===== config.mk =====
export PLATFORM = sky130hd
export DESIGN_NAME = popcount_accum
export DESIGN_NICKNAME = d
export VERILOG_FILES = /design/src/rtl/popcount_accum.sv
export SDC_FILE = /design/constraint.sdc
export NUM_CORES = 1
export LEC_CHECK = 0
export ABC_AREA = 0
export CAP_MARGIN = 20
export CELL_PAD_IN_SITES_DETAIL_PLACEMENT = 1
export CELL_PAD_IN_SITES_GLOBAL_PLACEMENT = 2
export CORE_MARGIN = 2
export CORE_UTILIZATION = 32
export DETAILED_ROUTE_END_ITERATION = 6
export GPL_TIMING_DRIVEN = 0
export PLACE_DENSITY_LB_ADDON = 0.1
export RECOVER_POWER = 25
export SYNTH_ARGS = -nofsm -noshare
export SYNTH_HDL_FRONTEND = slang
export SYNTH_SLANG_ARGS = --single-unit

===== constraint.sdc =====
create_clock -name clk -period 3.22 [get_ports clk]
set_clock_uncertainty 0.1 [all_clocks]
set_input_delay 0.805 -clock clk [delete_from_list [all_inputs] [get_ports clk]]
set_output_delay 0.805 -clock clk [all_outputs]
set_load 0.03 [all_outputs]

===== src/rtl/popcount_accum.sv =====
// Frame accumulator for one-hot ones-counts: sums decoded beats per frame and
// counts them, both saturating, then holds the result until the consumer takes it.
module popcount_accum #(
  parameter int ACC_W  = 8,
  parameter int WCNT_W = 8
) (
  input  logic              clk,
  input  logic              rst,
  input  logic              ena,
  input  logic              in_valid,
  output logic              in_ready,
  input  logic [4:0]        onehot,
  input  logic              in_last,
  output logic              sum_valid,
  input  logic              sum_ready,
  output logic [ACC_W-1:0]  sum,
  output logic [WCNT_W-1:0] beats,
  output logic              sat,
  output logic              err
);

  typedef enum logic [1:0] {IDLE, ACC, OUT} state_t;

  localparam logic [ACC_W-1:0]  SUM_MAX   = {ACC_W{1'b1}};
  localparam logic [WCNT_W-1:0] BEATS_ONE = {{(WCNT_W-1){1'b0}}, 1'b1};

  state_t             state_reg, state_next;
  logic [ACC_W-1:0]   sum_reg, sum_next;
  logic [WCNT_W-1:0]  beats_reg, beats_next;
  logic               sat_reg, sat_next;
  logic               err_reg, err_next;

  logic [2:0]         dec_val;
  logic               dec_bad;
  logic               accept;
  logic [ACC_W:0]     sum_ext;
  logic               sum_ovf;
  logic               beats_full;

  always_comb begin
    dec_val = 3'd0;
    dec_bad = 1'b0;
    case (onehot)
      5'b00001: dec_val = 3'd0;
      5'b00010: dec_val = 3'd1;
      5'b00100: dec_val = 3'd2;
      5'b01000: dec_val = 3'd3;
      5'b10000: dec_val = 3'd4;
      default:  dec_bad = 1'b1;
    endcase
  end

  assign in_ready = ena & (state_reg != OUT);
  assign accept   = in_valid & in_ready;

  // ACC_W >= 3 keeps sum + 4 below 2^(ACC_W+1), so the carry bit alone flags overflow.
  assign sum_ext    = {1'b0, sum_reg} + {{(ACC_W-2){1'b0}}, dec_val};
  assign sum_ovf    = sum_ext[ACC_W];
  assign beats_full = &beats_reg;

  always_ff @(posedge clk or posedge rst) begin
    if (rst) begin
      state_reg <= IDLE;
      sum_reg   <= '0;
      beats_reg <= '0;
      sat_reg   <= 1'b0;
      err_reg   <= 1'b0;
    end else begin
      state_reg <= state_next;
      sum_reg   <= sum_next;
      beats_reg <= beats_next;
      sat_reg   <= sat_next;
      err_reg   <= err_next;
    end
  end

  always_comb begin
    state_next = state_reg;
    case (state_reg)
      IDLE, ACC: if (accept) state_next = in_last ? OUT : ACC;
      OUT:       if (ena && sum_ready) state_next = IDLE;
      default:   state_next = IDLE;
    endcase
  end

  // accept already implies ena, so results stay frozen whenever ena is low.
  always_comb begin
    sum_next   = sum_reg;
    beats_next = beats_reg;
    sat_next   = sat_reg;
    err_next   = err_reg;
    if (accept) begin
      if (state_reg == IDLE) begin
        sum_next   = {{(ACC_W-3){1'b0}}, dec_val};
        beats_next = BEATS_ONE;
        sat_next   = 1'b0;
        err_next   = dec_bad;
      end else begin
        sum_next   = sum_ovf ? SUM_MAX : sum_ext[ACC_W-1:0];
        beats_next = beats_full ? beats_reg : beats_reg + BEATS_ONE;
        sat_next   = sat_reg | sum_ovf | beats_full;
        err_next   = err_reg | dec_bad;
      end
    end
  end

  always_comb begin
    sum_valid = (state_reg == OUT);
    sum       = sum_reg;
    beats     = beats_reg;
    sat       = sat_reg;
    err       = err_reg;
  end

endmodule

==> reports/qor.csv <==
metric;value;unit
CP Class;in -> out;
Final Wtd Congestion;0.783;
CP Max Fanout;4;
delay-heaviest family, CP;buffers and inverters;
sequential fraction of design power;34.8;%
list of most frequent post-synthesis cells;dfrtp_1 (20), nand2_1 (16), inv_1 (12);
Avg Synthesized Cell Area;8.87;µm²
crit path launch type;primary input;
post-synth top area share;36.4;%
CTS Hold Buffers Added;0;
vias per cell;5.46;
RSZ-0062 raised after global routing;false;
outcome;complete, no violations;
routed len/inst;17.3;µm
n_diodes;0;
antenna violations before repair;0;
Switch Pwr;0.335;mW
CP cell instances;dlygate4sd3_1 -> nor2b_1 -> clkdlybuf4s50_1;
GRT Total Usage;18.9;%
Routed Antenna Nets;0;
H-tree depth;1;
clock share of power;28.8;%
num rows;23;
CTS max path bufs;2;
Crit. End Element;output pin;
layout net count;212;
pwr dens;492;nW/µm²
core area;4060;µm²
CTS Buf Count;3;
Worst-path clk slew;0.08;ns
Final Max Tran Viols;0;
Max Fclk;0.321;GHz
TritonCTS clock tree;yes;
Critical Path RT;2.31;ns
placed inst area;1740;µm²
Synth-to-Final Area Change;36.2;%
total gr overflow;0;
Total Neg Setup Slack;0;ns
Max-slew headroom;43.1;%
fillcell total;496;
io pins;31;
worst skew pair latency;0.27;ns
final-report hold violation count;0;
top post-synthesis cells by area;dfrtp_1 (36%), nand2_1 (4.4%), ha_1 (3.6%);
Worst VDD drop;0.166;mV
Pleak;0.766;nW
ys async rst share;100;%
Post-Syn Area;1380;µm²
DP Cell Count;235;
CP max stage delay;0.68;ns
crit path buf inv count;2;
Die Wd;69.6;µm
Iteration-0 DRC Markers;32;
final instance area;1870;µm²
first-pass GRT wire length;7340;µm
final WL;4230;µm
Sw Share;36.4;%
count leader, synth;dfrtp_1;
Finished Core Util;46.2;%
largest net degree at the start of global routing;21;
syn_nets;171;
combinational power share;36.5;%
final setup vio count;0;
DIE HEIGHT;69.6;µm
cell taking the most area after synthesis;dfrtp_1;
hold crit path type;reg -> reg;
min Tclk post-route;3.11;ns
Initial Util;33.9;%
Worst path slowest cell;clkdlybuf4s50_1;
Netlist cell types;54;
Gate Count Post-Synth;155;
die area;4840;µm²
vias in the first global route;1445;
Sink Count;20;
#FFs+latches synth;20;
via count;1337;
IO buf count;30;
Post-synth EDFFs;0;
TritonRoute pass-1 iters;4;
fin crit share;96.7;%
max_cap viols;0;
Syn. warnings;0;
final std cells w/o fill;245;
Worst-Margin Slew;0.852;ns
Post-route DRC;0;
crit path DAT;2.21;ns
layout cells sized above 1;15.4;%
Clock Root Buffer;clkbuf_8;
sequential-to-total area share from yosys stat;36.4;%
Internal Power;0.586;mW
Primary FF master, synth;dfrtp_1;
Final HPWL DP;3140;µm
==> cells by family (layout without fill, tap and decap cells) <==
logic type / count (synthesis) / in the layout / synth area share (%)
flip-flops: 20 / 20 / 36.4
AND/OR/NAND/NOR: 57 / 57 / 23.8
adder cells (fa/ha/maj): 5 / 5 / 5.10
XOR/XNOR: 3 / 3 / 1.91
buffers and inverters: 17 / 57 / 5.55
AO/OA/AOI/OAI: 53 / 53 / 27.3
==> routing by layer <==
layer	vias up	GRT usage (%)	wire length, µm	part of all wire, %
li1	648	-	-	-
met1	659	25.1	1920	45
met2	25	32.2	2140	50
met3	5	2.76	133	3.1
met4	0	4.58	47	1.1
met5	-	0	0	0
==> cells in the final DEF, fill, tap and decap left out, types with 2 or more instances in the layout <==
cell type / synthesis / layout
dlygate4sd3_1: 0 / 2
a32o_1: 2 / 2
dfrtp_1: 20 / 20
nor2b_1: 2 / 2
o21ai_0: 9 / 9
dlygate4sd2_1: 0 / 2
dlymetal6s2s_1: 0 / 3
xnor2_1: 3 / 3
a211oi_1: 2 / 2
nand3_1: 3 / 3
clkdlybuf4s50_1: 0 / 23
a31oi_1: 3 / 3
buf_4: 3 / 9
nand2_1: 16 / 16
nor3_1: 6 / 6
o21ai_1: 5 / 5
nor4_2: 3 / 2
a21o_1: 3 / 3
nand4_1: 3 / 3
a22oi_1: 2 / 2
clkbuf_8: 0 / 3
inv_1: 12 / 12
ha_1: 4 / 3
or3_1: 2 / 2
a21oi_1: 9 / 9
o31ai_1: 2 / 2
nor2_1: 9 / 9
==> what timing repair did <==
action / 4_1_cts / 5_1_grt
setup buffers: 4 / 2
resized for setup: 3 / 5
setup endpoints to repair: 5 / 5
pin swaps: 3 / 4
==> power groups by stage <==
stage	combinational, mW	clock (mW)	sequential [mW]
floorplan	0.156	0	0.373
global placement	0.327	0	0.325
detailed placement	0.336	0	0.326
CTS	0.338	0.272	0.321
global route	0.371	0.283	0.328
finish	0.336	0.265	0.320
==> area by class of cell <==
cell class                      instances  area, µm²  area share, %
Tap cell                               50       62.6           3.34
Clock buffer                            3       41.3           2.20
Inverter                               12       45.0           2.40
Buffer                                  5       31.3           1.67
Multi-Input combinational cell        118        812           43.4
Clock inverter                          1       30.0           1.60
Timing Repair Buffer                   36        350           18.7
Sequential cell                        20        500           26.7
==> final timing paths <==
check	from	endpoint	slack, ns	cells after the start
worst max-delay path	ena	in_ready	0.11	3
worst max register to register	sum[0]	sat	1.12	8
worst min-delay path	state_reg[1]	state_reg[0]	0.42	1
min in group asynchronous	rst	sum[6]	1.04	2
worst min register to register	state_reg[1]	state_reg[0]	0.42	1
max in group asynchronous	rst	sat	1.45	2
==> stage by stage <==
step	power, mW	hold slack (ns)	worst slack (ns)
3_5_place_dp	0.661	0.413	-0.435
5_1_grt	0.982	0.464	0.0124
3_3_place_gp	0.652	0.397	-0.363
6_report	0.921	0.420	0.108
2_1_floorplan	0.529	0.361	0.488
4_1_cts	0.931	0.429	0.0404
(Power assumes the default switching activity.)
